$ cat config.mk
export PLATFORM = sky130hd
export DESIGN_NAME = store_rmw_unit_flat
export DESIGN_NICKNAME = d
export VERILOG_FILES = /design/src/rtl/store_rmw_if.sv /design/src/rtl/store_rmw_unit.sv /design/src/flat_wrapper.sv
export SDC_FILE = /design/constraint.sdc
export NUM_CORES = 1
export LEC_CHECK = 0
export ABC_AREA = 1
export CORE_AREA = 2 2 136 85
export DETAILED_ROUTE_END_ITERATION = 6
export DIE_AREA = 0 0 138 87
export GPL_TIMING_DRIVEN = 0
export PLACE_DENSITY = 0.83
export SYNTH_ARGS = -nofsm -noshare
export SYNTH_HDL_FRONTEND = slang
export SYNTH_SLANG_ARGS = --single-unit
export TNS_END_PERCENT = 10
$ cat constraint.sdc
create_clock -name clk -period 3.4 [get_ports clk]
set_clock_uncertainty 0.1 [all_clocks]
set_input_delay 0.34 -clock clk [delete_from_list [all_inputs] [get_ports clk]]
set_output_delay 0.34 -clock clk [all_outputs]
set_load 0.05 [all_outputs]
$ cat src/rtl/store_rmw_if.sv
// Store request / data RAM bundle for store_rmw_unit.
// slave is the store unit; master is the pipeline-plus-RAM side driving it.
interface store_rmw_if #(
    parameter int ADDR_W = 32
);
    logic              req;
    logic [2:0]        MemWrite;
    logic [ADDR_W-1:0] addr;
    logic [31:0]       wdata_in;
    logic              busy;
    logic              done;
    logic              err;
    logic [ADDR_W-1:0] mem_addr;
    logic              mem_re;
    logic [31:0]       mem_rdata;
    logic              mem_we;
    logic [31:0]       mem_wdata;

    modport slave (
        input  req, MemWrite, addr, wdata_in, mem_rdata,
        output busy, done, err, mem_addr, mem_re, mem_we, mem_wdata
    );

    modport master (
        output req, MemWrite, addr, wdata_in, mem_rdata,
        input  busy, done, err, mem_addr, mem_re, mem_we, mem_wdata
    );
endinterface

$ cat src/rtl/store_rmw_unit.sv
// Byte/half/word store engine for a RAM without byte enables: aligned words are
// written directly, partial stores go through read, merge, write-back.
module store_rmw_unit #(
    parameter int ADDR_W = 32,
    parameter int DATA_W = 32
) (
    input  logic          clk,
    input  logic          rst,
    store_rmw_if.slave    bus
);
    localparam logic [2:0] OP_SB = 3'b001;
    localparam logic [2:0] OP_SH = 3'b010;
    localparam logic [2:0] OP_SW = 3'b011;

    typedef enum logic [2:0] {IDLE, RD, MRG, WR, FIN} state_t;

    state_t             state;
    logic [1:0]         w_q;
    logic [15:0]        data_q;
    logic               sb_q;
    logic [DATA_W-1:0]  merged;
    logic [1:0]         w_in;

    assign w_in     = bus.addr[1:0];
    assign bus.busy = (state != IDLE);

    // Untouched lanes come from the word just read back.
    always_comb begin
        merged = bus.mem_rdata;
        if (sb_q) begin
            case (w_q)
                2'd0:    merged[7:0]   = data_q[7:0];
                2'd1:    merged[15:8]  = data_q[7:0];
                2'd2:    merged[23:16] = data_q[7:0];
                default: merged[31:24] = data_q[7:0];
            endcase
        end else begin
            case (w_q)
                2'd0:    merged[15:0]  = data_q;
                2'd1:    merged[23:8]  = data_q;
                default: merged[31:16] = data_q;
            endcase
        end
    end

    always_ff @(posedge clk or posedge rst) begin
        if (rst) begin
            state         <= IDLE;
            w_q           <= '0;
            data_q        <= '0;
            sb_q          <= 1'b0;
            bus.done      <= 1'b0;
            bus.err       <= 1'b0;
            bus.mem_re    <= 1'b0;
            bus.mem_we    <= 1'b0;
            bus.mem_addr  <= '0;
            bus.mem_wdata <= '0;
        end else begin
            case (state)
                IDLE: begin
                    bus.done <= 1'b0;
                    bus.err  <= 1'b0;
                    if (bus.req) begin
                        w_q          <= w_in;
                        data_q       <= bus.wdata_in[15:0];
                        sb_q         <= (bus.MemWrite == OP_SB);
                        bus.mem_addr <= {bus.addr[ADDR_W-1:2], 2'b00};
                        if (bus.MemWrite == OP_SW && w_in == 2'd0) begin
                            bus.mem_wdata <= bus.wdata_in;
                            bus.mem_we    <= 1'b1;
                            state         <= WR;
                        end else if (bus.MemWrite == OP_SB ||
                                     (bus.MemWrite == OP_SH && w_in != 2'd3)) begin
                            bus.mem_re <= 1'b1;
                            state      <= RD;
                        end else begin
                            // Misaligned or unknown op: report without touching memory.
                            bus.done <= 1'b1;
                            bus.err  <= 1'b1;
                            state    <= FIN;
                        end
                    end
                end
                RD: begin
                    bus.mem_re <= 1'b0;
                    state      <= MRG;
                end
                MRG: begin
                    bus.mem_wdata <= merged;
                    bus.mem_we    <= 1'b1;
                    state         <= WR;
                end
                WR: begin
                    bus.mem_we <= 1'b0;
                    bus.done   <= 1'b1;
                    bus.err    <= 1'b0;
                    state      <= FIN;
                end
                default: begin
                    bus.done <= 1'b0;
                    bus.err  <= 1'b0;
                    state    <= IDLE;
                end
            endcase
        end
    end
endmodule

$ cat src/flat_wrapper.sv
// flat-port wrapper written by rule: the top's interface ports become plain ports
module store_rmw_unit_flat 
#(
    parameter int ADDR_W = 32,
    parameter int DATA_W = 32
)
  (clk, rst, bus_req, bus_MemWrite, bus_addr, bus_wdata_in, bus_mem_rdata, bus_busy, bus_done, bus_err, bus_mem_addr, bus_mem_re, bus_mem_we, bus_mem_wdata);
  store_rmw_if #(.ADDR_W(ADDR_W)) bus_i ();
  input  logic clk;
  input  logic rst;
  input wire logic [$bits(bus_i.req)-1:0] bus_req;
  input wire logic [$bits(bus_i.MemWrite)-1:0] bus_MemWrite;
  input wire logic [$bits(bus_i.addr)-1:0] bus_addr;
  input wire logic [$bits(bus_i.wdata_in)-1:0] bus_wdata_in;
  input wire logic [$bits(bus_i.mem_rdata)-1:0] bus_mem_rdata;
  output wire logic [$bits(bus_i.busy)-1:0] bus_busy;
  output wire logic [$bits(bus_i.done)-1:0] bus_done;
  output wire logic [$bits(bus_i.err)-1:0] bus_err;
  output wire logic [$bits(bus_i.mem_addr)-1:0] bus_mem_addr;
  output wire logic [$bits(bus_i.mem_re)-1:0] bus_mem_re;
  output wire logic [$bits(bus_i.mem_we)-1:0] bus_mem_we;
  output wire logic [$bits(bus_i.mem_wdata)-1:0] bus_mem_wdata;
  assign bus_i.req = bus_req;
  assign bus_i.MemWrite = bus_MemWrite;
  assign bus_i.addr = bus_addr;
  assign bus_i.wdata_in = bus_wdata_in;
  assign bus_i.mem_rdata = bus_mem_rdata;
  assign bus_busy = bus_i.busy;
  assign bus_done = bus_i.done;
  assign bus_err = bus_i.err;
  assign bus_mem_addr = bus_i.mem_addr;
  assign bus_mem_re = bus_i.mem_re;
  assign bus_mem_we = bus_i.mem_we;
  assign bus_mem_wdata = bus_i.mem_wdata;
  store_rmw_unit #(.ADDR_W(ADDR_W), .DATA_W(DATA_W)) u_core (.clk(clk), .rst(rst), .bus(bus_i));
endmodule
; ---- Yosys cells after proc, flatten, opt, wreduce, memory -nomap -nowiden
; Index checks and enable logic that the tools add are counted.
[totals]
word_cells = 67
inputBits = 102
register_bits = 88
[classes]
muxes = 27
eq_ne = 13
n_reduce_logical = 17
[op_table]
columns = op, n
row1 = $mux W32, 3
row2 = $pmux W32 S2, 1
row3 = $mux W8, 5
row4 = $pmux W8 S2, 2
row5 = $eq A3 B2 Y1 const B, 4
row6 = $pmux W3 S4, 1
row7 = $mux W3, 3
row8 = $mux W1, 8
row9 = $eq A3 B1 Y1 const B, 2
row10 = $ne A2 B2 Y1 const B, 3
row11 = $pmux W1 S3, 2
row12 = $reduce_and A3 Y1, 2
row13 = $reduce_bool A3 Y1, 2
row14 = $logic_not A2 Y1, 2
row15 = $ne A2 B1 Y1 const B, 2
row16 = $pmux W1 S2, 2
row17 = $reduce_and A4 Y1, 1
row18 = $reduce_bool A2 Y1, 2
row19 = $reduce_or A2 Y1, 2
row20 = $logic_not A3 Y1, 1
row21 = $reduce_or A3 Y1, 1
row22 = $eq A2 B1 Y1 const B, 1
row23 = $eq A2 B2 Y1 const B, 1
row24 = $logic_and A1 B1 Y1, 2
row25 = other kinds (2), 2

; ---- Longest topological paths before layout
; Gate-level depths: netlist (run 1).
[logic_depth]
ltp_word = 7
mapped_depth = 9
ltp_nobuf = 8

; ---- Least setup slack after synthesis (run 1)
; Ideal clock, no wire load.
[synth_path]
kind = register to register
from = register u_core.state[0]
to = register u_core.bus.mem_addr[10]
n_path_buf = 2
setup_ps = 119
synth_period_minus_slack_ps = 1569
slack_ps = 1831
t_required_ps = 3181
stages_incl_launch_ff = 9
arrival_time_ps = 1350
cell_sequence = dfrtp_1 -> nor2_4 -> nand2_4 -> inv_4 -> nand2_2 -> buf_2 -> buf_4 -> nand2_1 -> nand2_1
[synth_via]
elab_chain_cells = 2
[synth_rtl]
columns = element, line
row1 = "start, declared", store_rmw_unit.sv:17  ; state_t state;
row2 = "start signal, assigned", store_rmw_unit.sv:48  ; state <= IDLE;
row3 = "start signal, assigned", store_rmw_unit.sv:71  ; state <= WR;
row4 = "start signal, assigned", store_rmw_unit.sv:75  ; state <= RD;
row5 = $logic_not A3 Y1, store_rmw_unit.sv:59  ; case (state)
row6 = $reduce_and A2 Y1 (no line), n/a
row7 = "end signal, assigned", store_rmw_unit.sv:67  ; bus.mem_addr <= {bus.addr[ADDR_W-1:2], 2'b00};
row8 = "end, declared", store_rmw_if.sv:21  ; output busy, done, err, mem_addr, mem_re, mem_we, mem_wdata
; No other way between the ends.
; A chain may end at the register's enable or synchronous reset.

; ---- Final worst setup path (run 1)
[layout_path]
from = register u_core.state[1]
to = output port bus_busy
[layout_via]
elab_chain_cells = 1
[layout_rtl]
columns = element, line
row1 = $reduce_bool A3 Y1, store_rmw_unit.sv:25  ; assign bus.busy = (state != IDLE);
row2 = "end, declared", flat_wrapper.sv:16  ; output wire logic [$bits(bus_i.busy)-1:0] bus_busy;
; No other way between the ends.

==> results.sh, run 1 <==
export IMPL_setup_slack_ps=1160
export IMPL_grtUsageTotal=0.276
export IMPL_cts_resized=0
export IMPL_nFillCells=965
export IMPL_fin_tns_setup_ps=0
export IMPL_syn_inst=687
export IMPL_clock_sinks=88
export IMPL_routed_wl_um=16200
export IMPL_ys_ff_latch=88
export IMPL_cpLargestDelayFamily="buffers and inverters"
export IMPL_worstPathArrival_ps=1800
export IMPL_drtAntennaViolNets=0
export IMPL_critPathCapture="bus_busy"
export IMPL_grt_pass1_vias=5017
export IMPL_area_growth_pct=45.9
export IMPL_grt_pass1_wl_um=26100
export IMPL_core_um2=10900
export IMPL_cts_tree="built"
export IMPL_power_w=0.00768
export IMPL_grt_max_degree=57
export IMPL_reg2reg_to="u_core.bus.mem_wdata[16]"
export IMPL_overflow=0
export IMPL_status="complete, no violations"
export IMPL_slowest_stage="clkdlybuf4s50_1"
export IMPL_r2r_setup_slack_ps=1580
export IMPL_period_share=0.658
export IMPL_fp_dieW_um=138
export IMPL_initial_core_util=0.443
export IMPL_cts_htree_levels=3
export IMPL_required_ps=2960
export IMPL_synth_cell_types=27
export IMPL_grt_antenna_before_repair=0
export IMPL_post_cts_buffers=0
export IMPL_yosysSeqAreaShare=0.457
export IMPL_route_detailed_drc=0
export IMPL_cp_cell_sequence="inv_1 > nand2_4 > clkdlybuf4s50_1"
export IMPL_clock_path_buffers=2
export IMPL_post_route_min_period_ps=2240
export IMPL_cts_buffers=9
export IMPL_yosys_warnings=0
export IMPL_synth_area_um2=4820
export IMPL_io_pins=171
export IMPL_cp_depth=3
export IMPL_dr_pass1_iters=5
export IMPL_fp_dieH_um=87
export IMPL_clock_root_buffer="clkbuf_16"
export IMPL_viasPerCell=5.15
export IMPL_reg2reg_from="u_core.w_q[0]"
export IMPL_setup_viol=0
export IMPL_worstMarginPinSlew_ps=668
export IMPL_rsz0062_at_grt="false"
export IMPL_critPathKind="reg2out"
export IMPL_cp_max_fo=5
export IMPL_worst_r2r_path_depth=9
export IMPL_drv_cap=0
export IMPL_cts_hold_buf=0
export IMPL_pre_cts_ws_ps=1360
export IMPL_power_density_nw_per_um2=1090
export IMPL_dieArea_um2=12000
export IMPL_avgRoutedWirePerCell_um=15.9
export IMPL_mostFrequentLayoutCell="nand2_1"
export IMPL_drt_initial_drc_count=590
export IMPL_p_leak_nw=3.43
export IMPL_path_buf_inv=2
export IMPL_cp_start_kind="flip-flop"
export IMPL_portBuffers=167
export IMPL_diodes=0
export IMPL_final_max_slew_viol_count=0
export IMPL_worst_skew_pair_late_latency_ps=340
export IMPL_startpoint="u_core.state[1]"
export IMPL_placementRows=30
export IMPL_slew_headroom=0.555
export IMPL_vias=5230
export IMPL_final_layout_size_suffix_gt1_frac=0.0688
export IMPL_clkSlewWorstSetupHoldPaths_ps=70
export IMPL_fin_area_um2=7030
export IMPL_slowest_delay_ps=810
export IMPL_final_cell_mix="291 x nand2_1, 167 x clkdlybuf4s50_1, 129 x nand3_1"
export IMPL_gp_congestion=0.973
export IMPL_peakVddDrop_uv=760
export IMPL_hold_viol_final=0
export IMPL_crit_path_end_kind="output port"
export IMPL_fin_nets=969
export IMPL_syn_avg_cell_area_um2=7.02
export IMPL_place_area_um2=6710
export IMPL_timing_fmax_ghz=0.447
export IMPL_hp_class="in2async"
export IMPL_dp_hpwl_um=12000
[layer usage]
| layer | track usage | wire, µm | vias to the layer above |
|---|---|---|---|
| met2 | 0.406 | 6590 | 286 |
| met1 | 0.407 | 7540 | 2366 |
| li1 | - | - | 2559 |
| met4 | 0.0557 | 155 | 0 |
| met5 | 0 | 0 | - |
| met3 | 0.0814 | 1910 | 19 |
[registers in the layout, indices dropped and copies added, names as in the netlist]
register	cells
u_core.bus.mem_wdata	32
u_core.bus.mem_we	1
u_core.state	3
u_core.w_q	2
u_core.bus.mem_addr	30
u_core.data_q	16
u_core.bus.done	1
u_core.sb_q	1
u_core.bus.err	1
u_core.bus.mem_re	1
[cell usage after synthesis (all sizes together)]
cell / instances / share of area
clkbuf: 17 / 0.013
dfrtp: 88 / 0.46
conb: 1 / 0.00078
inv: 29 / 0.023
nor3: 8 / 0.0083
nand2: 296 / 0.23
nand3: 129 / 0.13
nand3b: 2 / 0.0039
and2: 1 / 0.0013
a21oi: 19 / 0.021
nand4: 2 / 0.0026
o21ai: 26 / 0.027
a31oi: 1 / 0.0013
buf: 29 / 0.038
nor2: 39 / 0.036
[final cells by class]
class | count | area [µm²] | area share
Buffer | 46 | 245 | 0.0349
Clock buffer | 9 | 225 | 0.0320
Clock inverter | 7 | 103 | 0.0146
Inverter | 29 | 114 | 0.0162
Multi-Input combinational cell | 525 | 2270 | 0.322
Sequential cell | 88 | 2200 | 0.313
Tap cell | 144 | 180 | 0.0256
Timing Repair Buffer | 168 | 1700 | 0.242
[where the power goes]
group	internal [W]	total, W	switching (W)
sequential	0.00155	0.00193	0.000375
combinational	0.00149	0.00465	0.00316
clock	0.000655	0.00110	0.000443
[metrics by stage]
stage	cells	hold WS, ps	util
2_1_floorplan	688	385	-
3_3_place_gp	999	352	0.613
3_5_place_dp	1000	358	0.616
4_1_cts	1016	288	0.646
5_1_grt	1016	322	0.646
6_report	1016	274	0.646
[how the worst min path moves through the flow]
stage	slack [ps]	to	start	cells past startpoint
after CTS	290	u_core.bus.mem_addr[27]	rst	2
after global routing	320	u_core.bus.mem_wdata[11]	rst	2
final	270	u_core.bus.mem_addr[27]	rst	2
after detailed placement	360	u_core.bus.mem_addr[19]	u_core.bus.mem_addr[19]	2
after global placement	350	u_core.bus.mem_addr[15]	u_core.bus.mem_addr[15]	2
after floorplan	380	u_core.bus.mem_addr[10]	bus_addr[10]	2
[kinds of logic after synthesis]
logic type | synth area share
AND/OR/NAND/NOR | 0.420
other | 0.000778
AO/OA/AOI/OAI | 0.0488
buffers and inverters | 0.0740
flip-flops | 0.457
Power figures use the tool's default switching activity.
==> run 2: changes to the inputs <==
- CORE_AREA: 2 2 136 85 -> 2 2 143 89
- DIE_AREA: 0 0 138 87 -> 0 0 145 91
- PLACE_DENSITY: 0.83 -> 0.79
- clock period: 3.4 -> 2 ns (I/O delays scaled with it)
==> run 2 against run 1 <==
  * Cell area rose by 0.44%
  * Hold slack got worse by 100 ps
  * Register-to-register slack got worse by 1400 ps
  * Total power rose by 69%
  * Die area rose by 9.9%
  * Critical path type unchanged
  * Critical endpoint is now bus_mem_wdata[17]
  * Largest cell class unchanged
  * Highest routed layer unchanged
==> results.sh, run 2 (same netlist as run 1, synthesis figures left out) <==
export IMPL_critPathKind="reg2out"
export IMPL_required_ps=1700
export IMPL_area_growth_pct=46.6
export IMPL_p_int_w=0.00627
export IMPL_setup_viol=0
export IMPL_drtAntennaViolNets=0
export IMPL_worstPathArrival_ps=1550
export IMPL_power_w=0.0130
export IMPL_grt_pass1_wl_um=26100
export IMPL_dieArea_um2=13200
export IMPL_clock_root_buffer="clkbuf_16"
export IMPL_fin_area_um2=7070
export IMPL_switchingPower_w=0.00674
export IMPL_slew_headroom=0.602
export IMPL_nFillCells=1106
export IMPL_fp_dieW_um=145
export IMPL_path_buf_inv=1
export IMPL_grt_max_degree=36
export IMPL_grtUsageTotal=0.250
export IMPL_fin_nets=970
export IMPL_final_core_util=0.597
export IMPL_hold_viol_final=0
export IMPL_setup_slack_ps=153
export IMPL_clkSlewWorstSetupHoldPaths_ps=70
export IMPL_clockPowerShare=0.141
export IMPL_overflow=0
export IMPL_cp_max_fo=2
export IMPL_crit_path_end_kind="output port"
export IMPL_power_density_nw_per_um2=1840
export IMPL_gp_congestion=1.05
export IMPL_fin_tns_setup_ps=0
export IMPL_timing_fmax_ghz=0.541
export IMPL_post_cts_buffers=0
export IMPL_final_layout_size_suffix_gt1_frac=0.0687
export IMPL_cts_hold_buf=0
export IMPL_initial_core_util=0.408
export IMPL_drv_cap=0
export IMPL_seq_area_um2=2200
export IMPL_hp_class="in2async"
export IMPL_route_detailed_drc=0
export IMPL_grt_pass1_vias=4822
export IMPL_vias=5255
export IMPL_r2r_setup_slack_ps=180
export IMPL_worst_r2r_path_depth=9
export IMPL_cp_depth=1
export IMPL_post_route_min_period_ps=1850
export IMPL_largest_registers="u_core.bus.mem_wdata (32), u_core.bus.mem_addr (30), u_core.data_q (16)"
export IMPL_viasPerCell=5.06
export IMPL_core_um2=11800
export IMPL_dr_pass1_iters=5
export IMPL_diodes=0
export IMPL_slowest_delay_ps=830
export IMPL_cts_tree="built"
export IMPL_comb_power_share=0.606
export IMPL_final_max_slew_viol_count=0
export IMPL_drt_initial_drc_count=582
export IMPL_worstMarginPinSlew_ps=595
export IMPL_avgRoutedWirePerCell_um=15.7
export IMPL_cts_htree_levels=3
export IMPL_cts_buffers=9
export IMPL_placementRows=31
export IMPL_clock_path_buffers=2
export IMPL_peakVddDrop_uv=1110
export IMPL_rsz0062_at_grt="false"
export IMPL_period_share=0.923
export IMPL_multi_input_comb_area_um2=2270
export IMPL_cp_start_kind="flip-flop"
export IMPL_largest_register="u_core.bus.mem_wdata"
export IMPL_largest_register_ffs=32
export IMPL_portBuffers=167
export IMPL_cts_resized=1
export IMPL_grt_antenna_before_repair=0
export IMPL_final_cell_mix="291 x nand2_1, 166 x clkdlybuf4s50_1, 129 x nand3_1"
export IMPL_slowest_stage="clkdlybuf4s50_1"
export IMPL_place_area_um2=6750
export IMPL_seq_power_share=0.254
export IMPL_mostFrequentLayoutCell="nand2_1"
export IMPL_p_leak_nw=3.42
export IMPL_cp_cell_sequence="clkdlybuf4s50_1"
export IMPL_power_switching_share=0.518
export IMPL_pre_cts_ws_ps=93.0
export IMPL_worst_skew_pair_late_latency_ps=340
export IMPL_clock_sinks=88
export IMPL_dp_hpwl_um=12400
export IMPL_status="complete, no violations"
export IMPL_cpLargestDelayFamily="buffers and inverters"
export IMPL_routed_wl_um=16300
export IMPL_io_pins=171
export IMPL_fp_dieH_um=91
-- run 2: cell count changes in the layout (fill, tap and decap cells not counted), sizes merged --
cell	change
buf	+1
clkbuf	+1
clkdlybuf4s50	-1
clkinv	-2
clkinvlp	+4
dlygate4sd2	+1
inv	-3
-- run 2: through the flow --
step / hold WS (ps) / std cells
floorplan: 245 / 688
global placement: 354 / 1020
detailed placement: 358 / 1022
CTS: 182 / 1038
global route: 229 / 1038
finish: 174 / 1038
-- run 2: final timing paths --
kind / endpoint / startpoint
worst min register to register: u_core.bus.mem_addr[2] / u_core.bus.mem_addr[2]
worst max register to register: u_core.bus.mem_wdata[19] / u_core.w_q[0]
max in group asynchronous: u_core.data_q[14] / rst
min in group clk: u_core.state[2] / bus_req
worst min-delay path: u_core.bus.mem_addr[27] / rst
worst max-delay path: bus_mem_wdata[17] / u_core.bus.mem_wdata[17]
-- run 2: power groups by stage --
stage | Combinational (W) | Sequential (W) | Clock, W
after floorplan | 0.00312 | 0.00537 | 0
after detailed placement | 0.00786 | 0.00328 | 0
final | 0.00788 | 0.00330 | 0.00183
after CTS | 0.00787 | 0.00327 | 0.00186
after global routing | 0.00850 | 0.00340 | 0.00193
after global placement | 0.00777 | 0.00328 | 0
-- run 2: metal layers --
layer  part of all wire  wire [µm]  up-vias  global-route usage
met2               0.40       6530      285               0.350
met3               0.11       1850       20              0.0799
li1                   -          -     2554                   -
met5                  0          0        -                   0
met1               0.48       7790     2396               0.379
met4              0.011        172        0              0.0446
-- run 2: layout make-up --
cell class              instances  share of cell area
plain buffers                  46              0.0347
clock buffers                  10              0.0324
clock inverters                 6              0.0129
inverters                      29              0.0163
multi-input cells             525               0.321
flip-flops and latches         88               0.312
well taps                     165              0.0292
repair buffers                169               0.242
